**config.mk**
```make
export PLATFORM = sky130hd
export DESIGN_NAME = color_playback_sm
export DESIGN_NICKNAME = d
export VERILOG_FILES = /design/src/rtl/color_playback_sm.sv
export SDC_FILE = /design/constraint.sdc
export NUM_CORES = 1
export LEC_CHECK = 0
export ABC_AREA = 1
export BUFFER_PORTS_ARGS = -buffer_cell sky130_fd_sc_hd__buf_4
export CAP_MARGIN = 5
export CORE_ASPECT_RATIO = 1.25
export CORE_MARGIN = 2
export CORE_UTILIZATION = 55
export CTS_BUF_LIST = sky130_fd_sc_hd__clkbuf_2 sky130_fd_sc_hd__clkbuf_4 sky130_fd_sc_hd__clkbuf_8
export DETAILED_ROUTE_END_ITERATION = 16
export GPL_ROUTABILITY_DRIVEN = 1
export PLACE_DENSITY = 0.74
export SLEW_MARGIN = 10
export SYNTH_ARGS = -nofsm -noshare
export SYNTH_HDL_FRONTEND = slang
export SYNTH_SLANG_ARGS = --single-unit
export TNS_END_PERCENT = 50
```
**constraint.sdc**
```tcl
create_clock -name Clk -period 5.07 [get_ports Clk]
set_clock_uncertainty 0.15 [all_clocks]
set_input_delay 0.507 -clock Clk [delete_from_list [all_inputs] [get_ports Clk]]
set_output_delay 0.507 -clock Clk [all_outputs]
set_load 0.005 [all_outputs]
```
**src/rtl/color_playback_sm.sv**
```systemverilog
// Color pattern sequencer for the "says" game: appends one LFSR color per round,
// then replays the stored sequence with timed show/blank slots.
module color_playback_sm #(
    parameter int unsigned MAX_LEN   = 9,
    parameter int unsigned ON_TICKS  = 25000000,
    parameter int unsigned OFF_TICKS = 12500000,
    parameter logic [15:0] LFSR_SEED = 16'hACE1
) (
    input  logic       Clk,
    input  logic       Reset,
    input  logic       Start,
    input  logic       Clear,
    input  logic       Abort,
    input  logic [3:0] Rd_idx,
    output logic [2:0] Rd_color,
    output logic [2:0] Color_out,
    output logic [3:0] Seq_len,
    output logic       Busy,
    output logic       Done
);

    localparam int unsigned MaxTicks = (ON_TICKS > OFF_TICKS) ? ON_TICKS : OFF_TICKS;
    localparam int unsigned TickW    = (MaxTicks > 1) ? $clog2(MaxTicks) : 1;
    localparam logic [TickW-1:0] OnLast  = TickW'(ON_TICKS - 1);
    localparam logic [TickW-1:0] OffLast = TickW'(OFF_TICKS - 1);
    localparam logic [3:0]       MaxLen  = 4'(MAX_LEN);

    typedef enum logic [2:0] {StIdle, StAppend, StShow, StGap, StDone} state_e;

    state_e           state_q, state_d;
    logic [3:0]       seq_len_q, seq_len_d;
    logic [3:0]       slot_q, slot_d;
    logic [TickW-1:0] tick_q, tick_d;
    logic [15:0]      lfsr_q, lfsr_d;
    logic [2:0]       rd_color_q, rd_color_d;
    logic [2:0]       mem_q [MAX_LEN];
    logic             mem_we;
    logic [2:0]       new_color;
    logic [2:0]       slot_color;

    // Fibonacci LFSR, taps 16,14,13,11 (right-shifting form)
    assign lfsr_d    = {lfsr_q[0] ^ lfsr_q[2] ^ lfsr_q[3] ^ lfsr_q[5], lfsr_q[15:1]};
    assign new_color = {1'b0, lfsr_q[1:0]} + 3'd1;

    always_comb begin
        slot_color = '0;
        rd_color_d = '0;
        for (int i = 0; i < MAX_LEN; i++) begin
            if (slot_q == 4'(i)) slot_color = mem_q[i];
            if ((Rd_idx == 4'(i)) && (Rd_idx < seq_len_q)) rd_color_d = mem_q[i];
        end
    end

    always_comb begin
        state_d   = state_q;
        seq_len_d = seq_len_q;
        slot_d    = slot_q;
        tick_d    = tick_q;
        mem_we    = 1'b0;
        Color_out = '0;
        Busy      = 1'b0;
        Done      = 1'b0;
        case (state_q)
            StIdle: begin
                // Clear lands before the append so Clear+Start yields a 1-entry round
                if (Clear) seq_len_d = '0;
                if (Start) state_d = StAppend;
            end
            StAppend: begin
                Busy = 1'b1;
                if (seq_len_q < MaxLen) begin
                    mem_we    = 1'b1;
                    seq_len_d = seq_len_q + 4'd1;
                end
                slot_d  = '0;
                tick_d  = '0;
                state_d = StShow;
            end
            StShow: begin
                Busy      = 1'b1;
                Color_out = slot_color;
                if (tick_q == OnLast) begin
                    tick_d  = '0;
                    state_d = StGap;
                end else begin
                    tick_d = tick_q + TickW'(1);
                end
            end
            StGap: begin
                Busy = 1'b1;
                if (tick_q == OffLast) begin
                    tick_d = '0;
                    if (slot_q + 4'd1 == seq_len_q) begin
                        state_d = StDone;
                    end else begin
                        slot_d  = slot_q + 4'd1;
                        state_d = StShow;
                    end
                end else begin
                    tick_d = tick_q + TickW'(1);
                end
            end
            StDone: begin
                Done    = 1'b1;
                state_d = StIdle;
            end
            default: state_d = StIdle;
        endcase
        if (Abort) state_d = StIdle;
    end

    always_ff @(posedge Clk) begin
        if (!Reset) begin
            state_q    <= StIdle;
            seq_len_q  <= '0;
            slot_q     <= '0;
            tick_q     <= '0;
            lfsr_q     <= LFSR_SEED;
            rd_color_q <= '0;
        end else begin
            state_q    <= state_d;
            seq_len_q  <= seq_len_d;
            slot_q     <= slot_d;
            tick_q     <= tick_d;
            lfsr_q     <= lfsr_d;
            rd_color_q <= rd_color_d;
        end
    end

    // Storage needs no reset: entries at or beyond Seq_len are never observed
    always_ff @(posedge Clk) begin
        if (mem_we) begin
            for (int i = 0; i < MAX_LEN; i++) begin
                if (seq_len_q == 4'(i)) mem_q[i] <= new_color;
            end
        end
    end

    assign Seq_len  = seq_len_q;
    assign Rd_color = rd_color_q;

endmodule

```
==> parameters.txt <==
Parameter                              Value

Status
  Run status    complete, no violations

Critical path
  Critical path capture point type    output port
  Required @ worst endpoint    roughly 4.4 ns
  Startpoint kind of the worst setup timing path    flop
  Kind of critical path    reg2out
  Data arrival, critical path    ~2.1 ns
  Critical path peak fanout    6

Logic synthesis
  Cell type with the largest total area after synthesis    dfxtp_1
  Flop and latch count out of synthesis    82
  Simple-gate portion of the synthesized area    34.8%
  Main combinational cell family by area after synthesis    simple AND/OR/NAND/NOR gates
  Total of warnings raised by yosys    0
  Mean area per synthesized cell    7.63 um^2
  Cells taking the most area after synthesis    dfxtp_1, edfxtp_1, nand2_1
  Post-Synthesis Net Count    ~590
  Post-synthesis xor/xnor area fraction    ~2.6%
  Adder-Cell Fraction of Synth Area    between 4 and 5%
  Synth Cell Area    around 4300 um^2
  Area share of the leading cell type in the synthesized netlist    ~25%
  Synth unique cells    38
  Area fraction in compound gates after synthesis    slightly above 6%
  Part of the Yosys area used for sequential elements    around 44%
  Portion of netlist area occupied by mux cells    0%
  Post-Syn Instances    570

Cells and area
  Diodes inserted    0
  Register area    about 1900 um^2
  Area of the multi-input gates    around 2100 um^2
  Fillcell total    between 700 and 800
  Core utilization of the finished layout    around three fifths
  Proportion of layout cells with a drive suffix above 1    between 10% and 20%
  Synth-to-Final Area Change    9.67%
  # nets final    between 600 and 700

Timing
  Slew at the pin closest to its max-slew limit    ~0.7 ns
  Achievable Freq    approximately 0.36 GHz
  Final Hold Violating Endpoints    0
  Number of setup violations in the final report    0
  Count of pins over their slew limit    0
  RSZ-0062 raised after global routing    no
  Worst slew margin relative to its limit    a little over half
  Share of the clock period used by the worst path after layout    54.8%
  Final-layout setup total negative slack    0 ns
  Shortest period the worst path allows    2.78 ns

Routing
  Post-route ant nets    0
  Avg Vias per Cell    ~5.3
  First-pass detailed-route iteration total    4
  Vias after detailed routing    3680
  Iteration-0 DRC count of the detailed router    around 240
  Post-Route WL    between 9 and 10 mm
  Remaining DRCs    0
  Avg WL per Cell    13.7 um

Global routing
  Vias in the first global route    between 3000 and 4000
  Total overflow reported by the global router    0
  Global-route wire length before repair    15.9 mm
  Combined global-route utilization of all metal layers    about a quarter
  Initial antenna violation count    0
  Largest net degree at the start of global routing    25

Clock tree
  Number of buffers inserted by hold repair at cts    0
  Cts bufs inserted    9
  Worst skew pair latency    between 0.3 and 0.4 ns
  Root buffer cell    clkbuf_8
  Clock tree from TritonCTS    built
  Post-cts resize count    0
  Post-CTS setup buffers    0
  Clock transition time at the flip-flop clock pins of the worst setup and hold paths    roughly 0.08 ns
  Largest buffer count on any clock path    2
  # H-tree levels    3
  Num Clock Sinks    82

Die
  Area inside the core boundary    7750 um^2
  Overall die height    103 um
  Number of top-level pins    21
  Standard-cell row count    36
  Area of the die    8640 um^2
  Horizontal die dimension    roughly 84 um
  Initial cell density of the core    56.1%

Placed design
  Count of input and output buffers    20
  Weighted congestion reported at the end of routability-driven placement    around 0.93
  HPWL Detailed    7.31 mm

Power and ir drop
  Total power divided by cell area    about 270 nW/um^2
  Peak supply drop    ~200 uV
  Leak pwr    2.03 nW

Run
  # Max-Cap Violations    0

Worst hold path
  Hold/Removal Path Class    in2reg
-- path summary, 6_finish.rpt --
path,endpoint,cells after the start,slack [ns],start
worst max-delay path,Color_out[0],11,2.29,slot_q[0]
worst max register to register,Rd_color[2],10,2.80,Seq_len[2]
worst min register to register,lfsr_q[11],1,0.27,lfsr_q[12]
worst min-delay path,state_q[0],4,0.26,Abort
-- registers in the layout (all words and copies together) (netlist names) --
| signal | cells |
|---|---|
| mem_q | 27 |
| state_q | 3 |
| Rd_color | 3 |
| lfsr_q | 16 |
| Seq_len | 4 |
| slot_q | 4 |
| tick_q | 25 |
-- placed cells by master, fill, tap and decap left out, drive strengths merged, types with 2 or more instances in the layout --
cell type / n
or2: 11
xor2: 10
xnor2: 3
dfxtp: 55
a31oi: 2
ha: 14
edfxtp: 27
nand2: 125
buf: 20
nand4: 20
o21ai: 20
clkbuf: 11
nor3b: 4
inv: 91
o211ai: 3
nor2: 89
clkinv: 3
a21oi: 17
nor3: 24
nand3: 45
-- power by group --
group          internal (mW)  switching [mW]
registers              0.692          0.0106
clock network          0.199           0.239
logic                 0.0461          0.0859
-- critical path, cell delays in order, from the launching register on --
cell	delay (ns)
dfxtp_1	0.36
inv_1	0.16
ha_1	0.19
nand3_1	0.19
or2_2	0.33
nand3_1	0.09
nand3_1	0.08
nand2_1	0.06
nand2_1	0.05
nand2_1	0.06
a21oi_1	0.06
buf_4	0.13
-- cell type report --
type	count	share of cell area (%)
Clock inverter	5	0.761
Inverter	89	7.06
Multi-Input combinational cell	394	43.4
Timing Repair Buffer	20	3.15
Tap cell	95	2.49
Clock buffer	11	3.04
Sequential cell	82	40.1
-- cells by family (layout without fill, tap and decap cells) --
group                      count (synthesis)  after routing
AOI/OAI and AO/OA                         46             46
buffers and inverters                     94            125
DFF                                       82             82
xor gates and xnor gates                  13             13
adders and majority gates                 14             14
and+or+nand+nor                          321            321
-- routing by layer --
layer  wire length, um  global-route usage [%]  up-vias
li1                  -                       -     1897
met1              3790                    23.2     1672
met2              5010                    45.6       82
met3               340                    6.19       29
met4               369                    13.3        0
met5                 0                       0        -
-- Yosys cell counts --
cell type  number
a21oi_4         1
inv_4           1
nand2_1       113
and2_1          1
a21oi_1        16
nand2_4         3
inv_2           4
a211oi_1        1
nor4_1          1
xor2_1         10
xnor2_1         3
nor2_4          3
nand2_8         1
and3_1          1
clkbuf_1        4
a31o_2          1
nand4_1        20
nand3_2         1
dfxtp_1        55
nor3_2          2
ha_1           14
nand2_2         8
buf_8           1
o211ai_1        3
nand3_1        44
nor2_1         82
nor2_2          4
inv_1          84
nor3b_2         1
nor3_4          1
nor3b_1         3
nor3_1         21
edfxtp_1       27
o21ai_0        20
o2111ai_1       1
a31oi_1         2
or2_2          11
a21boi_2        1
-- per-stage QoR --
step	instances	setup WS, ns	instance area [um^2]	power (mW)	hold slack, ns
floorplan	570	3.03	4350	0.813	0.240
global placement	680	2.77	4590	0.847	0.246
detailed placement	680	2.70	4590	0.850	0.251
CTS	696	2.29	4770	1.28	0.249
global route	696	2.11	4770	1.33	0.274
finish	696	2.29	4770	1.27	0.261
Note: power is estimated with default switching activity, not from simulation.
